### src/rtl/fire_pkg.sv
// Shared Fire-code definitions: default code parameters, mode encodings and
// the engine state type.
package fire_pkg;

  localparam int unsigned FIRE_K    = 40;
  localparam int unsigned FIRE_R    = 24;
  localparam logic [23:0] FIRE_POLY = 24'h884110;

  localparam logic MODE_ENC = 1'b0;
  localparam logic MODE_CHK = 1'b1;

  typedef enum logic [1:0] {
    IDLE,
    SHIFT,
    DONE
  } fire_state_e;

endpackage

### src/rtl/fire_lfsr_step.sv
// Combinational W-bit unroll of the Fire-code LFSR. The first message bit
// consumed is bits_i[W-1]; each bit is one single-bit shift with feedback.
module fire_lfsr_step
  import fire_pkg::*;
#(
  parameter int unsigned R          = FIRE_R,
  parameter int unsigned W          = 1,
  parameter logic [R-1:0] POLY      = FIRE_POLY
) (
  input  logic [R-1:0] state_i,
  input  logic [W-1:0] bits_i,
  output logic [R-1:0] state_o
);

  // Top stage is loaded with the feedback directly, so its tap bit is unused.
  localparam logic [R-1:0] TAPS = {1'b0, POLY[R-2:0]};

  logic [R-1:0] s;
  logic         f;

  always_comb begin
    s = state_i;
    f = 1'b0;
    for (int unsigned j = 0; j < W; j++) begin
      f = bits_i[W-1-j] ^ s[0];
      s = {f, s[R-1:1]} ^ (TAPS & {R{f}});
    end
    state_o = s;
  end

endmodule

### src/rtl/fire_lfsr_engine.sv
// Parametrised Fire-code LFSR engine with start/busy/done handshake; encodes
// a K-bit message into R parity bits or checks it against received parity.
module fire_lfsr_engine
  import fire_pkg::*;
#(
  parameter int unsigned K     = FIRE_K,
  parameter int unsigned R     = FIRE_R,
  parameter int unsigned W     = 1,
  parameter logic [R-1:0] POLY = FIRE_POLY
) (
  input  logic                         clk,
  input  logic                         rst,
  input  logic                         start,
  input  logic                         mode,
  input  logic [K-1:0]                 data_in,
  input  logic [R-1:0]                 parity_in,
  output logic                         busy,
  output logic                         done,
  output logic [$clog2(K/W+1)-1:0]     count,
  output logic [R-1:0]                 parity_out,
  output logic [R-1:0]                 syndrome,
  output logic                         error
);

  localparam int unsigned BEATS = K / W;
  localparam int unsigned CW    = $clog2(K/W+1);
  localparam logic [CW-1:0] LAST_BEAT = CW'(BEATS - 1);

  if ((W == 0) || (W > K) || ((K % W) != 0) || (POLY[R-1] != 1'b1)) begin : g_bad_params
    $error("fire_lfsr_engine: need 1 <= W <= K, K %% W == 0 and POLY[R-1] set");
  end

  fire_state_e    state_q, state_d;
  logic [CW-1:0]  count_q, count_d;
  logic [K-1:0]   data_q, data_d;
  logic [R-1:0]   par_in_q, par_in_d;
  logic           mode_q, mode_d;
  logic [R-1:0]   lfsr_q, lfsr_d;
  logic [R-1:0]   parity_q, parity_d;
  logic [R-1:0]   synd_q, synd_d;
  logic           err_q, err_d;
  logic [R-1:0]   lfsr_nxt;
  logic [R-1:0]   diff;

  // Latched message is shifted left each beat, so the next W bits are always
  // at the top; equivalent to indexing data[K-1-(count*W+j)].
  fire_lfsr_step #(
    .R    (R),
    .W    (W),
    .POLY (POLY)
  ) u_step (
    .state_i (lfsr_q),
    .bits_i  (data_q[K-1 -: W]),
    .state_o (lfsr_nxt)
  );

  assign diff = lfsr_nxt ^ par_in_q;

  always_comb begin
    state_d  = state_q;
    count_d  = count_q;
    data_d   = data_q;
    par_in_d = par_in_q;
    mode_d   = mode_q;
    lfsr_d   = lfsr_q;
    parity_d = parity_q;
    synd_d   = synd_q;
    err_d    = err_q;
    unique case (state_q)
      IDLE, DONE: begin
        if (start) begin
          data_d   = data_in;
          par_in_d = parity_in;
          mode_d   = mode;
          lfsr_d   = '0;
          count_d  = '0;
          state_d  = SHIFT;
        end else if (state_q == DONE) begin
          state_d = IDLE;
        end
      end
      SHIFT: begin
        lfsr_d  = lfsr_nxt;
        data_d  = data_q << W;
        count_d = count_q + 1'b1;
        if (count_q == LAST_BEAT) begin
          state_d  = DONE;
          parity_d = lfsr_nxt;
          synd_d   = (mode_q == MODE_CHK) ? diff : '0;
          err_d    = (mode_q == MODE_CHK) && (|diff);
        end
      end
      default: state_d = IDLE;
    endcase
  end

  always_ff @(posedge clk) begin
    if (rst) begin
      state_q  <= IDLE;
      count_q  <= '0;
      data_q   <= '0;
      par_in_q <= '0;
      mode_q   <= MODE_ENC;
      lfsr_q   <= '0;
      parity_q <= '0;
      synd_q   <= '0;
      err_q    <= 1'b0;
    end else begin
      state_q  <= state_d;
      count_q  <= count_d;
      data_q   <= data_d;
      par_in_q <= par_in_d;
      mode_q   <= mode_d;
      lfsr_q   <= lfsr_d;
      parity_q <= parity_d;
      synd_q   <= synd_d;
      err_q    <= err_d;
    end
  end

  assign busy       = (state_q == SHIFT);
  assign done       = (state_q == DONE);
  assign count      = count_q;
  assign parity_out = parity_q;
  assign syndrome   = synd_q;
  assign error      = err_q;

endmodule
### config.mk
export PLATFORM = sky130hd
export DESIGN_NAME = fire_lfsr_engine
export DESIGN_NICKNAME = d
export VERILOG_FILES = /design/src/rtl/fire_pkg.sv /design/src/rtl/fire_lfsr_step.sv /design/src/rtl/fire_lfsr_engine.sv
export SDC_FILE = /design/constraint.sdc
export NUM_CORES = 1
export LEC_CHECK = 0
export BUFFER_PORTS_ARGS = -buffer_cell sky130_fd_sc_hd__clkbuf_2
export CAP_MARGIN = 10
export CELL_PAD_IN_SITES_DETAIL_PLACEMENT = 0
export CELL_PAD_IN_SITES_GLOBAL_PLACEMENT = 2
export CORE_MARGIN = 5
export CORE_UTILIZATION = 34
export DETAILED_ROUTE_END_ITERATION = 7
export GPL_ROUTABILITY_DRIVEN = 0
export MAX_ROUTING_LAYER = met4
export PLACE_DENSITY_LB_ADDON = 0.1
export SYNTH_ARGS = -nofsm -noshare
export SYNTH_HDL_FRONTEND = slang
export SYNTH_HIERARCHICAL = 1
export SYNTH_SLANG_ARGS = --single-unit
### constraint.sdc
create_clock -name clk -period 2.66 [get_ports clk]
set_input_delay 0.399 -clock clk [delete_from_list [all_inputs] [get_ports clk]]
set_output_delay 0.399 -clock clk [all_outputs]
set_load 0.1 [all_outputs]
==> results of run 1 <==
per-layer routing:
| metal | GRT usage | wire, um | vias to the layer above |
|---|---|---|---|
| met4 | 0.0444 | 123 | 0 |
| li1 | - | - | 2470 |
| met1 | 0.224 | 7550 | 2299 |
| met3 | 0.0453 | 799 | 13 |
| met2 | 0.251 | 7150 | 112 |
| met5 | - | 0 | - |
power groups by stage:
stage	Sequential, mW	Combinational (mW)	Clock, mW
6_report	2.31	0.414	2.78
5_1_grt	2.32	0.464	2.95
4_1_cts	2.31	0.420	2.84
3_5_place_dp	2.36	0.418	0
3_3_place_gp	2.35	0.413	0
2_1_floorplan	2.35	0.272	0
state kept, by name, summed over array words and instances (netlist names):
register / count
lfsr_q: 24
data_q: 40
parity_out: 24
state_q: 2
error: 1
mode_q: 1
count: 6
par_in_q: 24
syndrome: 24
kinds of logic (layout without fill, tap and decap cells):
family,count (synthesis),in the layout,synth area share
compound gates,183,183,0.188
xor+xnor,29,29,0.0545
fa+ha+maj,1,1,0.00217
buf+inv,77,172,0.0654
flops,146,146,0.508
mux,4,4,0.00782
simple gates,244,244,0.174
layout make-up:
| cell class | count | share of cell area |
|---|---|---|
| tap | 220 | 0.0386 |
| inverter | 2 | 0.00105 |
| sequential | 146 | 0.410 |
| multi-input combinational | 461 | 0.348 |
| clock buffer | 23 | 0.0699 |
| timing repair buffer | 138 | 0.104 |
| clock inverter | 9 | 0.0278 |
layout by cell type, fill, tap and decap left out, types with 4 or more instances in the layout:
cell	n
clkbuf_16	17
bufinv_16	6
buf_4	14
xor3_1	4
mux2_2	4
nand2_1	167
xor2_1	25
clkbuf_8	5
a21oi_1	115
clkbuf_2	123
nand3_1	24
nor4_1	6
a22oi_1	65
dfxtp_1	146
nor2_1	33
worst register-to-register path, stage by stage, from the launching register on:
cell and delay, ns:
dfxtp_1 0.48, xor3_1 0.54, xor2_1 0.21, nor4_1 0.36
nand2_1 0.15, o311a_1 0.34
through the flow:
step | setup WS [ns] | cell area (um2)
4_1_cts | 0.351 | 7120
6_report | 0.375 | 7120
3_5_place_dp | 0.465 | 6430
3_3_place_gp | 0.448 | 6430
5_1_grt | 0.242 | 7120
2_1_floorplan | 0.175 | 5760
how the worst min path moves through the flow:
stage	end	slack [ns]	cells past startpoint
2_1_floorplan	data_q[39]	0.43	2
6_report	par_in_q[7]	0.20	3
4_1_cts	par_in_q[7]	0.19	3
5_1_grt	par_in_q[8]	0.20	3
3_5_place_dp	syndrome[1]	0.44	2
3_3_place_gp	syndrome[19]	0.44	2
==> impl_metrics.py, run 1 <==
metrics = {
    "status": {
        "status": "finished clean",
    },
    "sta": {
        "clock_skew_ns": 0.00870,
        "worst_slew_pin_slew_ns": 0.767,
        "clock.fmax_mhz": 438,
        "finalCritPeriodShare": 0.859,
        "hold_slack_ns": 0.203,
        "hold_viol_final": 0,
        "rsz0062_at_grt": "no",
        "setup_viol": 0,
        "fin_crit_ns": 2.29,
        "max_slew_margin": 0.489,
        "slew_viol_final": 0,
        "tns_ns": 0,
    },
    "global_routing": {
        "overflow": 0,
        "first_global_vias": 4902,
        "grt_pass1_wl_mm": 25.7,
        "track_usage": 0.167,
        "antenna_found_initial": 0,
        "grt_max_degree": 67,
    },
    "power": {
        "power_frac_clock": 0.505,
        "power_leakage_nw": 2.93,
        "combinationalPowerShare": 0.075,
        "p_seq_frac": 0.420,
        "switching_power_mw": 1.21,
        "p_sw_frac": 0.220,
        "power_density_nw_per_um2": 772,
        "vdd_drop_max_v": 0.000462,
        "p_int_mw": 4.29,
        "power.total_mw": 5.50,
    },
    "finish": {
        "final-seq-area_um2": 2920,
        "drive_above_1_share": 0.230,
        "post-route-util": 0.430,
        "area_growth_pct": 23.7,
        "layoutNonFillerInstCount": 999,
        "nFillCells": 1784,
        "insertedDiodeCount": 0,
        "multi_input_area_um2": 2480,
        "fin_nets": 835,
    },
    "floorplan": {
        "dieArea_um2": 19600,
        "die_h_um": 140,
        "num_rows": 47,
        "core_um2": 16600,
        "ios": 125,
        "start_util": 0.347,
        "fp.dieW_um": 140,
    },
    "synthesis": {
        "yosysTopAreaCell": "dfxtp_1",
        "ys.flop_type": "dfxtp_1",
        "ys_ff_latch": 146,
        "syn-num-nets": 753,
        "syn_area_um2": 5760,
        "synthTopCellsByCount": "nand2_1, dfxtp_1, a21oi_1",
        "ys.warnings.count": 6,
        "syn_area_per_cell_um2": 8.42,
        "synthCells": 684,
        "synth_top_area_frac": 0.508,
        "yosysMostFrequentCell": "nand2_1",
        "netlist_top_cells_area": "dfxtp_1, nand2_1, a21oi_1",
        "synth_edf_count": 0,
        "synth_async_sr_flop_share": 0,
        "synth_cell_types": 27,
        "synth_seq_area_share": 0.508,
    },
    "placement": {
        "place_hpwl_mm": 10.5,
        "dp.cells": 967,
        "numPortBuffers": 124,
    },
    "worst_setup_path": {
        "r2r-end": "error",
        "worstSetupPathDepth": 3,
        "worstPathRequired_ns": 2.26,
        "crit_buf_inv": 2,
        "cp-startpoint": "state_q[0]",
        "cp_top_family": "buffers and inverters",
        "crit_fanout": 15,
        "r2r_cells": 5,
        "max_stage_delay_ns": 0.53,
        "critPathCaptureType": "primary output",
        "worstSetupStartpointType": "flop",
        "crit_chain": "nand2b_1 -> inv_2 -> clkbuf_2",
        "worstPathArrival_ns": 1.89,
        "critPathCapture": "busy",
        "r2r_start": "lfsr_q[0]",
        "crit_path_top_delay_cell": "clkbuf_2",
        "critPathKind": "flop to primary output",
        "r2r_slack_ns": 0.47,
    },
    "drt": {
        "drt-wirelength-per-cell_um": 15.6,
        "routed_wl_mm": 15.6,
        "ant_nets": 0,
        "viasPerCell": 4.90,
        "vias": 4894,
        "first_pass_iters": 5,
        "first_iter_violations": 339,
        "route.detailed.drc": 0,
    },
    "hold_path": {
        "min-delay-start": "parity_in[7]",
        "min_path_type": "input pin to flop",
    },
    "clock_network": {
        "cts_resized": 0,
        "root_buffer": "clkbuf_16",
        "cts_buffer_depth": 2,
        "cts_buffers": 17,
        "clkLatencyLatePin_ns": 0.42,
        "post-cts-setup-buffers": 0,
        "cts.sinks": 146,
        "htreeDepth": 4,
        "hold_buffers": 0,
        "cts_tree": "done",
        "path_clk_slew_ns": 0.06,
    },
    "flow_run": {
        "drv_cap": 0,
    },
}
Power figures use the tool's default switching activity.
==> run 2, diff against run 1 <==
--- a/config.mk
+++ b/config.mk
@@ -7,7 +7,7 @@
 export LEC_CHECK = 0
 export BUFFER_PORTS_ARGS = -buffer_cell sky130_fd_sc_hd__clkbuf_2
 export CAP_MARGIN = 10
-export CELL_PAD_IN_SITES_DETAIL_PLACEMENT = 0
+export CELL_PAD_IN_SITES_DETAIL_PLACEMENT = 1
 export CELL_PAD_IN_SITES_GLOBAL_PLACEMENT = 2
 export CORE_MARGIN = 5
 export CORE_UTILIZATION = 34
==> run 2 against run 1 <==
Die area unchanged; clock skew is essentially flat; clock power shrank 2%; sequential cell count unchanged; clock-buffer cell count is 1 higher.
==> impl_metrics.py, run 2 (synthesis gave the netlist of run 1 again) <==
metrics = {
    "floorplan": {
        "ios": 125,
        "start_util": 0.347,
        "num_rows": 47,
        "dieArea_um2": 19600,
        "core_um2": 16600,
        "die_h_um": 140,
        "fp.dieW_um": 140,
    },
    "clock_network": {
        "cts_buffer_depth": 2,
        "hold_buffers": 0,
        "cts_buffers": 17,
        "cts_tree": "done",
        "cts.sinks": 146,
        "post-cts-setup-buffers": 0,
        "path_clk_slew_ns": 0.06,
        "clkLatencyLatePin_ns": 0.42,
        "htreeDepth": 4,
        "root_buffer": "clkbuf_16",
        "cts_resized": 0,
    },
    "sta": {
        "hold_viol_final": 0,
        "tns_ns": 0,
        "finalCritPeriodShare": 0.862,
        "setup_viol": 0,
        "worst_slew_pin_slew_ns": 0.756,
        "fin_crit_ns": 2.29,
        "slew_viol_final": 0,
        "clock.fmax_mhz": 436,
        "hold_slack_ns": 0.207,
        "rsz0062_at_grt": "no",
        "clock_skew_ns": 0.00860,
        "max_slew_margin": 0.496,
    },
    "worst_setup_path": {
        "critPathKind": "flop to primary output",
        "worstPathRequired_ns": 2.26,
        "critPathCaptureType": "primary output",
        "crit_fanout": 15,
        "worstPathArrival_ns": 1.89,
        "worstSetupStartpointType": "flop",
    },
    "global_routing": {
        "use_met3": 0.0412,
        "track_usage": 0.179,
        "antenna_found_initial": 0,
        "overflow": 0,
        "first_global_vias": 5398,
        "grt_max_degree": 67,
        "busiest_layer": "met2",
        "met1_usage": 0.222,
        "grt_pass1_wl_mm": 27.8,
        "gr-usage-met2": 0.292,
    },
    "drt": {
        "ant_nets": 0,
        "route.detailed.drc": 0,
        "first_pass_iters": 4,
        "drt-wirelength-per-cell_um": 16.8,
        "viasPerCell": 4.99,
        "routed_wl_mm": 16.8,
        "first_iter_violations": 228,
        "vias": 4988,
    },
    "finish": {
        "largest-register": "data_q",
        "area_growth_pct": 23.5,
        "final_common_cell": "nand2_1",
        "mostFrequentLayoutCells": "nand2_1, dfxtp_1, clkbuf_2",
        "insertedDiodeCount": 0,
        "nFillCells": 1991,
        "drive_above_1_share": 0.230,
        "final-seq-area_um2": 2920,
        "multi_input_area_um2": 2480,
        "largest_register_ffs": 40,
        "fin_nets": 835,
    },
    "power": {
        "power_leakage_nw": 2.92,
        "vdd_drop_max_v": 0.000450,
        "power_density_nw_per_um2": 767,
    },
    "hold_path": {
        "min_path_type": "input pin to flop",
    },
    "placement": {
        "place_hpwl_mm": 11.4,
        "numPortBuffers": 124,
    },
    "flow_run": {
        "drv_cap": 0,
    },
    "status": {
        "status": "finished clean",
    },
}
[run 2: cell count changes in the layout (fill, tap and decap cells not counted)]
| cell | previous run | this run |
|---|---|---|
| clkinv_2 | 2 | 1 |
| clkinvlp_4 | 1 | 2 |
| clkbuf_8 | 5 | 6 |
| bufinv_16 | 6 | 5 |
[run 2: worst paths after layout]
path | cells past startpoint | slack, ns | to | start
worst max register to register | 5 | 0.46 | error | data_q[39]
worst max-delay path | 3 | 0.37 | busy | state_q[0]
worst min-delay path | 3 | 0.21 | par_in_q[17] | parity_in[17]
worst min register to register | 2 | 0.45 | syndrome[1] | syndrome[1]
[run 2: power breakdown]
part | switching [mW] | internal (mW)
sequential | 0.0508 | 2.26
combinational | 0.274 | 0.145
clock | 0.908 | 1.82
[run 2: critical path: stages, from the launching register on]
cell and delay, ns:
dfxtp_1 0.41, nand2b_1 0.20, inv_2 0.32, clkbuf_2 0.53
[run 2: area by class of cell]
cell class	instances	share of cell area
sequential	146	0.411
multi-input combinational	461	0.349
timing repair buffer	138	0.104
clock buffer	24	0.0720
tap	220	0.0387
clock inverter	8	0.0239
inverter	2	0.00106
[run 2: routing by layer]
metal	vias to the layer above	routed length, um
met4	0	231
met1	2401	7890
met3	18	646
met5	-	0
met2	100	8060
li1	2469	-
[run 2: stage by stage]
step	setup WS [ns]	power, mW	cell area, um2	instances	utilization
after floorplan	0.175	2.62	5760	684	-
after global placement	0.448	2.77	6430	967	0.388
after detailed placement	0.431	2.78	6430	967	0.388
after CTS	0.342	5.52	7110	999	0.429
after global routing	0.259	5.66	7110	999	0.429
final	0.368	5.45	7110	999	0.429
